$ cat config.mk
export PLATFORM = sky130hd
export DESIGN_NAME = dm_cache
export DESIGN_NICKNAME = d
export VERILOG_FILES = /design/src/rtl/cache_pkg.sv /design/src/rtl/sat_counter.sv /design/src/rtl/dm_cache.sv
export SDC_FILE = /design/constraint.sdc
export NUM_CORES = 1
export LEC_CHECK = 0
export BUFFER_PORTS_ARGS = -buffer_cell sky130_fd_sc_hd__clkbuf_2
export CAP_MARGIN = 20
export CORE_MARGIN = 5
export CORE_UTILIZATION = 57
export CTS_BUF_LIST = sky130_fd_sc_hd__clkbuf_2
export CTS_CLUSTER_DIAMETER = 100
export DETAILED_ROUTE_END_ITERATION = 16
export PLACE_DENSITY = 0.82
export SLEW_MARGIN = 20
export SYNTH_ARGS = -nofsm -noshare
export SYNTH_HDL_FRONTEND = slang
export SYNTH_SLANG_ARGS = --single-unit
$ cat constraint.sdc
create_clock -name g_clk -period 4.7 [get_ports g_clk]
set_clock_uncertainty 0.2 [all_clocks]
set_input_delay 0.235 -clock g_clk [delete_from_list [all_inputs] [get_ports g_clk]]
set_output_delay 0.235 -clock g_clk [all_outputs]
set_load 0.01 [all_outputs]
$ cat src/rtl/cache_pkg.sv
// Shared definitions for the direct-mapped cache.
//   ST_IDLE / ST_FILL / ST_WRITE : controller state encodings
//   clog2                        : ceiling log2, used for the index width
package cache_pkg;

   localparam logic [1:0] ST_IDLE  = 2'd0;
   localparam logic [1:0] ST_FILL  = 2'd1;
   localparam logic [1:0] ST_WRITE = 2'd2;

   function automatic int unsigned clog2(input int unsigned n);
      int unsigned r;
      int unsigned v;
      r = 0;
      v = n - 1;
      for (int i = 0; i < 32; i++) begin
         if (v != 0) begin
            r = r + 1;
            v = v >> 1;
         end
      end
      return r;
   endfunction

endpackage

$ cat src/rtl/sat_counter.sv
// Saturating up-counter: holds at all-ones instead of wrapping.
//   g_clk  : clock
//   g_clr  : synchronous active-high clear
//   inc    : increment request for this cycle
//   count  : current count
module sat_counter #(
   parameter int unsigned WIDTH = 16
) (
   input  logic             g_clk,
   input  logic             g_clr,
   input  logic             inc,
   output logic [WIDTH-1:0] count
);

   logic [WIDTH-1:0] count_q;
   logic [WIDTH-1:0] count_d;

   always_comb begin
      count_d = count_q;
      if (inc && (count_q != {WIDTH{1'b1}})) begin
         count_d = count_q + 1'b1;
      end
   end

   always_ff @(posedge g_clk) begin
      if (g_clr) begin
         count_q <= '0;
      end else begin
         count_q <= count_d;
      end
   end

   assign count = count_q;

endmodule

$ cat src/rtl/dm_cache.sv
// Direct-mapped, write-through, no-write-allocate cache with one-word lines.
//   cpu_*     : request side; requester holds the request until odv=1
//   odv       : request complete (read data valid on cpu_rdata for reads)
//   flush     : invalidate every line at the next edge
//   mem_*     : handshaked backing RAM; mem_rdata is valid with mem_ack
//   hit_cnt   : saturating count of read hits
//   miss_cnt  : saturating count of read misses
module dm_cache
   import cache_pkg::*;
#(
   parameter int unsigned D_WIDTH   = 16,
   parameter int unsigned A_WIDTH   = 8,
   parameter int unsigned LINES     = 4,
   parameter int unsigned CNT_WIDTH = 16
) (
   input  logic                 g_clk,
   input  logic                 g_clr,
   input  logic [A_WIDTH-1:0]   cpu_addr,
   input  logic [D_WIDTH-1:0]   cpu_wdata,
   input  logic                 cpu_re,
   input  logic                 cpu_we,
   output logic [D_WIDTH-1:0]   cpu_rdata,
   output logic                 odv,
   input  logic                 flush,
   output logic [A_WIDTH-1:0]   mem_addr,
   output logic [D_WIDTH-1:0]   mem_wdata,
   output logic                 mem_re,
   output logic                 mem_we,
   input  logic [D_WIDTH-1:0]   mem_rdata,
   input  logic                 mem_ack,
   output logic [CNT_WIDTH-1:0] hit_cnt,
   output logic [CNT_WIDTH-1:0] miss_cnt
);

   localparam int unsigned IDX_W = clog2(LINES);
   localparam int unsigned TAG_W = A_WIDTH - IDX_W;

   logic [1:0]       state_q;
   logic [1:0]       state_d;
   logic [LINES-1:0] valid_q;
   logic [LINES-1:0] valid_d;

   // Tag and data arrays carry no reset; valid bits gate their use.
   logic [TAG_W-1:0]   tag_q  [LINES];
   logic [D_WIDTH-1:0] data_q [LINES];

   logic [IDX_W-1:0] idx;
   logic [TAG_W-1:0] tag;
   logic             line_hit;
   logic             fill_we;
   logic             data_we;
   logic             hit_inc;
   logic             miss_inc;

   assign idx      = cpu_addr[IDX_W-1:0];
   assign tag      = cpu_addr[A_WIDTH-1:IDX_W];
   assign line_hit = valid_q[idx] && (tag_q[idx] == tag);

   always_comb begin
      state_d   = state_q;
      valid_d   = valid_q;
      odv       = 1'b0;
      cpu_rdata = '0;
      mem_addr  = '0;
      mem_wdata = '0;
      mem_re    = 1'b0;
      mem_we    = 1'b0;
      fill_we   = 1'b0;
      data_we   = 1'b0;
      hit_inc   = 1'b0;
      miss_inc  = 1'b0;

      case (state_q)
         ST_IDLE: begin
            // A write wins when both strobes are high.
            if (cpu_we) begin
               state_d = ST_WRITE;
            end else if (cpu_re) begin
               if (line_hit) begin
                  odv       = 1'b1;
                  cpu_rdata = data_q[idx];
                  hit_inc   = 1'b1;
               end else begin
                  miss_inc = 1'b1;
                  state_d  = ST_FILL;
               end
            end
         end
         ST_FILL: begin
            mem_re   = 1'b1;
            mem_addr = cpu_addr;
            if (mem_ack) begin
               odv          = 1'b1;
               cpu_rdata    = mem_rdata;
               fill_we      = 1'b1;
               valid_d[idx] = 1'b1;
               state_d      = ST_IDLE;
            end
         end
         ST_WRITE: begin
            mem_we    = 1'b1;
            mem_addr  = cpu_addr;
            mem_wdata = cpu_wdata;
            if (mem_ack) begin
               odv     = 1'b1;
               data_we = line_hit;  // no write-allocate on a miss
               state_d = ST_IDLE;
            end
         end
         default: begin
            state_d = ST_IDLE;
         end
      endcase

      // Flush beats a completing fill: data goes out but the line stays invalid.
      if (flush) begin
         valid_d = '0;
      end
   end

   always_ff @(posedge g_clk) begin
      if (g_clr) begin
         state_q <= ST_IDLE;
         valid_q <= '0;
      end else begin
         state_q <= state_d;
         valid_q <= valid_d;
      end
   end

   // Line storage; a reset at the completing edge abandons the update.
   always_ff @(posedge g_clk) begin
      if (!g_clr) begin
         if (fill_we) begin
            tag_q[idx]  <= tag;
            data_q[idx] <= mem_rdata;
         end else if (data_we) begin
            data_q[idx] <= cpu_wdata;
         end
      end
   end

   sat_counter #(
      .WIDTH (CNT_WIDTH)
   ) u_hit_cnt (
      .g_clk (g_clk),
      .g_clr (g_clr),
      .inc   (hit_inc),
      .count (hit_cnt)
   );

   sat_counter #(
      .WIDTH (CNT_WIDTH)
   ) u_miss_cnt (
      .g_clk (g_clk),
      .g_clr (g_clr),
      .inc   (miss_inc),
      .count (miss_cnt)
   );

endmodule

==> impl_metrics.toml, run 1 <==
[status]
outcome = "finished, final reports clean"

[placement]
io_buffers = 120
pre_cts_slack_ps = 1020
hpwlAfterDp_um = 9560
place.gp.congestion = 0.847

[clocking]
clockRootBuffer = "clkbuf_2"
cts_buffer_depth = 2
holdBufCountCts = 47
cts_setup_buffers = 0
clkLatencyLatePin_ps = 650
cts_resized = 0
cts_sinks = 126
htreeDepth = 4
clk_pin_slew_ps = 190
cts_buffers = 17
cts_tree = "done"

[synthesis]
synth_cell_type_count = 47
yosys_warnings = 0
synth_edf_count = 88
ys_ff_latch = 126
synthCells = 466
synthArstFlopShare = 0
ys.flop_type = "edfxtp_1"
syn-num-nets = 518
yosysSeqAreaShare = 0.573
syn_avg_cell_area_um2 = 12.8
syn_area_um2 = 5940

[pwr]
power.leakage_nw = 2.83
internal-power_w = 0.00159
pwr-share-clk = 0.317
ir_drop_mv = 0.182
power_frac_comb = 0.117
power_per_cell_area_nw_per_um2 = 285
power_w = 0.00211
seq_power_share = 0.567
swShare = 0.247
switching_power_w = 0.000522

[routing]
wire_per_inst_um = 18.9
antenna_left = 0
drc = 0
via_per_inst = 5.93
drt_iter0_drc = 432
wirelength_um = 14800
drt_first_pass_iters = 8
dr_total_vias = 4666

[sta]
tns_ps = 0
worst_pin_slew_ps = 856
slew_headroom = 0.425
finalSetupViolCount = 0
finalHoldViolCount = 0
min_period_ps = 3770
timing.final.ws_setup_ps = 929
finalCritPeriodShare = 0.802
holdWs_ps = 48.8
clock.fmax_ghz = 0.265
drv_slew = 0
rsz0062_at_grt = "no"

[final_layout]
fillers = 669
diodes = 0
nNetsFinal = 690
ff_latch_area_um2 = 3400
area_growth_pct = 24.6
multi_input_area_um2 = 2390
layout-drive-gt1-share = 0.333

[hold_path]
hold_path.class = "in -> reg"

[worst_setup_path]
path_max_fanout = 23
crit_required_ps = 4870
end_kind = "flip-flop"
arrival_ps = 3950
critical_path_class = "reg -> reg"
cp-start-kind = "flip-flop"

[floorplan]
die_area_um2 = 12600
dieWidth_um = 112
core_area_um2 = 10200
io_pins = 121
start_util = 0.581
die_h_um = 112
num_rows = 37

[job]
max-cap-violations = 0

[global_route]
grt_pass1_vias = 4741
grt_max_degree = 57
grt_pass1_wl_um = 24300
grt_use_total = 0.243
antenna_found_initial = 0
overflow = 0
[worst max-delay path, stage by stage, from the launching register on]
cell and delay [ps]:
edfxtp_1 420, mux4_1 510, xor2_1 150, nor2_1 180, o2111a_1 220, buf_4 250
nand2_1 330, buf_4 320, mux2_2 300, dlygate4sd3_1 610
[power by group through the flow]
stage,registers (W),clock network (W),logic (W)
2_1_floorplan,0.00122,0,0.000123
6_report,0.00120,0.000669,0.000246
3_3_place_gp,0.00122,0,0.000201
4_1_cts,0.00120,0.000675,0.000241
3_5_place_dp,0.00122,0,0.000206
5_1_grt,0.00120,0.000738,0.000265
[per-stage QoR]
stage          cells  utilization  cell area (um2)
2_1_floorplan    466            -             5940
3_3_place_gp     708        0.655             6700
3_5_place_dp     708        0.655             6700
4_1_cts          787        0.724             7400
5_1_grt          787        0.724             7400
6_report         787        0.724             7400
[logic make-up (layout without fill, tap and decap cells)]
family                   count (synthesis)  count (layout)  share of synthesized area
buffers and inverters                   35             220                     0.0270
XOR/XNOR                                 9               9                     0.0133
multiplexers                            57              57                      0.143
adder cells (fa/ha/maj)                  6               6                     0.0126
flip-flops                             126             126                      0.573
AND/OR/NAND/NOR                        165             165                      0.152
AO/OA/AOI/OAI                           68              68                     0.0796
[registers in the layout (all words and copies together), names as in the netlist]
name / cells
data_q: 64
state_q: 2
tag_q: 24
u_hit_cnt.count: 16
u_miss_cnt.count: 16
valid_q: 4
[layout make-up]
type,count,area share
Sequential cell,126,0.460
Multi-Input combinational cell,305,0.323
Timing Repair Buffer,180,0.158
Tap cell,136,0.0230
Clock inverter,15,0.0206
Clock buffer,17,0.0115
Inverter,8,0.00406
[per-layer routing]
layer | up-vias | share of wire | global-route usage
li1 | 2134 | - | -
met1 | 2259 | 0.40 | 0.300
met2 | 246 | 0.51 | 0.416
met3 | 27 | 0.075 | 0.0647
met4 | 0 | 0.017 | 0.0777
met5 | - | 0 | 0
[final timing paths]
check	startpoint	to	slack, ps	cells past startpoint
worst max register to register	tag_q[0][2]$_DFFE_PP_	data_q[1][8]$_DFFE_PP_	930	9
worst min register to register	u_hit_cnt.count[4]$_SDFFE_PP0P_	u_hit_cnt.count[4]$_SDFFE_PP0P_	340	2
worst max-delay path	tag_q[0][2]$_DFFE_PP_	data_q[1][8]$_DFFE_PP_	930	9
worst min-delay path	cpu_addr[0]	valid_q[3]$_SDFFE_PP0P_	50	3
[synthesized netlist by cell type, types with 3 or more instances]
library cell  count  area (um2)
a31oi_1           5        31.3
nand2_1          16        60.1
and3_1            6        37.5
o21ai_0          12        60.1
a21oi_1          20         100
or3_1             9        56.3
nor2b_1          12        75.1
a211oi_1          3        22.5
o31ai_1           3        22.5
inv_1             8        30.0
buf_2             5        25.0
nor2_1           28         105
nand4_1          12        75.1
edfxtp_1         88        2640
buf_6             3        33.8
nor3_1           16        80.1
and2_1           29         181
nand2b_1          6        37.5
dfxtp_1          38         761
nand3_1          17        85.1
clkbuf_1         19        71.3
a22o_1           16         140
mux2i_1           8        80.1
mux2_2           30         338
ha_1              6        75.1
mux4_2           18         405
xnor2_1           7        61.3
or4_1             3        22.5
[layout by cell type, fill, tap and decap left out, types with 9 or more instances in the layout]
cell type and n:
clkbuf_2 137, edfxtp_1 88, dlygate4sd3_1 47, dfxtp_1 38, mux2_2 30, and2_1 29
nor2_1 28, mux4_2 18, a21oi_1 17, nand3_1 17, nor3_1 16, nand2_1 16
a22o_1 16, buf_4 13, nor2b_1 12, nand4_1 12, o21ai_0 12, or3_1 9
(Power assumes the default switching activity.)
==> run 2, diff against run 1 <==
CORE_UTILIZATION = 51   (was 57)
PLACE_DENSITY = 0.78   (was 0.82)
clock period = 3.43 ns   (was 4.7 ns; I/O delays follow)
==> run 2 against run 1 <==
Via count is 3.0% lower; critical path depth is 1 lower; sequential share of layout area is 0.35 points lower; critical endpoint is now odv.
==> impl_metrics.toml, run 2 (synthesis gave the netlist of run 1 again) <==
[status]
outcome = "finished, final reports clean"

[pwr]
ir_drop_mv = 0.211
power_w = 0.00286
power_per_cell_area_nw_per_um2 = 383
power.leakage_nw = 2.85

[worst_setup_path]
crit_chain = "mux4_2, xor2_1, nor2_2, o2111a_1, buf_4, nand2_1, a21oi_1, clkbuf_2"
critical_path_class = "reg -> out"
crit_required_ps = 3060
end_kind = "output pin"
r2r_cells = 7
crit_cells = 8
rr_startpoint = "tag_q[2][5]$_DFFE_PP_"
path_max_fanout = 22
cp-start-kind = "flip-flop"
cp-endpoint = "odv"
r2r_end = "data_q[2][4]$_DFFE_PP_"
cp_top_family = "multiplexers"
critPathBufInv = 2
arrival_ps = 2820
crit_start = "tag_q[2][5]$_DFFE_PP_"
rrSetupSlack_ps = 300
slowest_delay_ps = 490
slowest_stage = "mux4_2"

[routing]
wire_per_inst_um = 17.8
antenna_left = 0
drc = 0
drt_first_pass_iters = 4
via_per_inst = 5.68
dr_total_vias = 4527
wirelength_um = 14100
drt_iter0_drc = 313

[clocking]
clkLatencyLatePin_ps = 650
cts_tree = "done"
cts_sinks = 126
clockRootBuffer = "clkbuf_2"
cts_buffer_depth = 2
clk_pin_slew_ps = 190
htreeDepth = 4
cts_buffers = 17

[final_layout]
fin_cells = 797
nNetsFinal = 694
reg.largest.list = "data_q: 64 flops, tag_q: 24 flops"
area_growth_pct = 25.6
layout_common_cells = "clkbuf_2, edfxtp_1, dlygate4sd3_1"
largest_register_ffs = 64
diodes = 0
top_register = "data_q"
layout-drive-gt1-share = 0.349
final_common_cell = "clkbuf_2"

[sta]
worst_pin_slew_ps = 888
tns_ps = 0
finalCritPeriodShare = 0.931
finalSetupViolCount = 0
min_period_ps = 3190
finalHoldViolCount = 0
rsz0062_at_grt = "no"
drv_slew = 0
slew_headroom = 0.404
clock.fmax_ghz = 0.313

[global_route]
overflow = 0
grt_use_total = 0.205
grt_pass1_vias = 4583
grt_max_degree = 43
grt_pass1_wl_um = 22800
antenna_found_initial = 0

[floorplan]
die_area_um2 = 13900
io_pins = 121
num_rows = 39
die_h_um = 118
core_area_um2 = 11400
start_util = 0.520
dieWidth_um = 118

[hold_path]
hold_path.class = "in -> reg"
min_from = "cpu_addr[0]"

[placement]
place.gp.congestion = 0.830
dp_cells = 717
hpwlAfterDp_um = 9340
io_buffers = 120

[job]
max-cap-violations = 0
run 2: changes by cell type in the layout (fill, tap and decap cells not counted), sizes merged:
| cell | change |
|---|---|
| clkinvlp | +1 |
| buf | +5 |
| inv | +2 |
| clkinv | -3 |
| dlygate4sd3 | -1 |
| bufinv | -1 |
run 2: worst min-delay path by stage:
stage / to / slack, ps / cells after the start
3_5_place_dp: valid_q[3]$_SDFFE_PP0P_ / 240 / 2
2_1_floorplan: valid_q[0]$_SDFFE_PP0P_ / 50 / 1
3_3_place_gp: valid_q[2]$_SDFFE_PP0P_ / 220 / 2
6_report: data_q[0][4]$_DFFE_PP_ / 60 / 3
5_1_grt: data_q[0][4]$_DFFE_PP_ / 40 / 3
4_1_cts: data_q[0][4]$_DFFE_PP_ / 2 / 3
run 2: worst reg2reg max path, cell delays in order, from the launching register on:
cell and delay (ps):
edfxtp_1 420, mux4_2 490, xor2_1 170, nor2_2 170, o2111a_1 240, nand2_1 240, mux2_2 350, dlygate4sd3_1 610
run 2: metrics by stage:
step	instance area (um2)	setup slack (ps)	hold WS, ps	util
after floorplan	5950	293	48.3	-
after global placement	6720	478	222	0.589
after detailed placement	6720	413	241	0.589
after CTS	7430	23.9	1.96	0.651
after global routing	7460	20.9	36.1	0.653
final	7460	236	60.4	0.653
run 2: timing repair:
action,CTS,global route
hold buffers,46,0
hold endpoints to repair,108,0
buffers inserted,0,3
gates resized for setup,3,2
endpoints found under the setup margin,16,17
run 2: routing by layer:
metal / share of wire / global-route usage / vias up
met5: 0 / 0 / -
met4: 0.011 / 0.0581 / 0
met3: 0.073 / 0.0586 / 20
met2: 0.50 / 0.337 / 190
met1: 0.41 / 0.266 / 2174
li1: - / - / 2143
run 2: layout make-up:
class	instances	area [um2]
multi-input combinational	305	2420
fill	852	3960
sequential	126	3400
clock inverter	14	145
inverter	8	30.0
timing repair buffer	184	1200
clock buffer	17	85.1
tap	143	179
run 2: where the power goes:
group          leakage (nW)  internal, W  switching (W)  total, W
Clock                 0.134     0.000330       0.000557  0.000887
Combinational          1.61     0.000154       0.000177  0.000332
Sequential             1.10      0.00163     0.00000605   0.00164
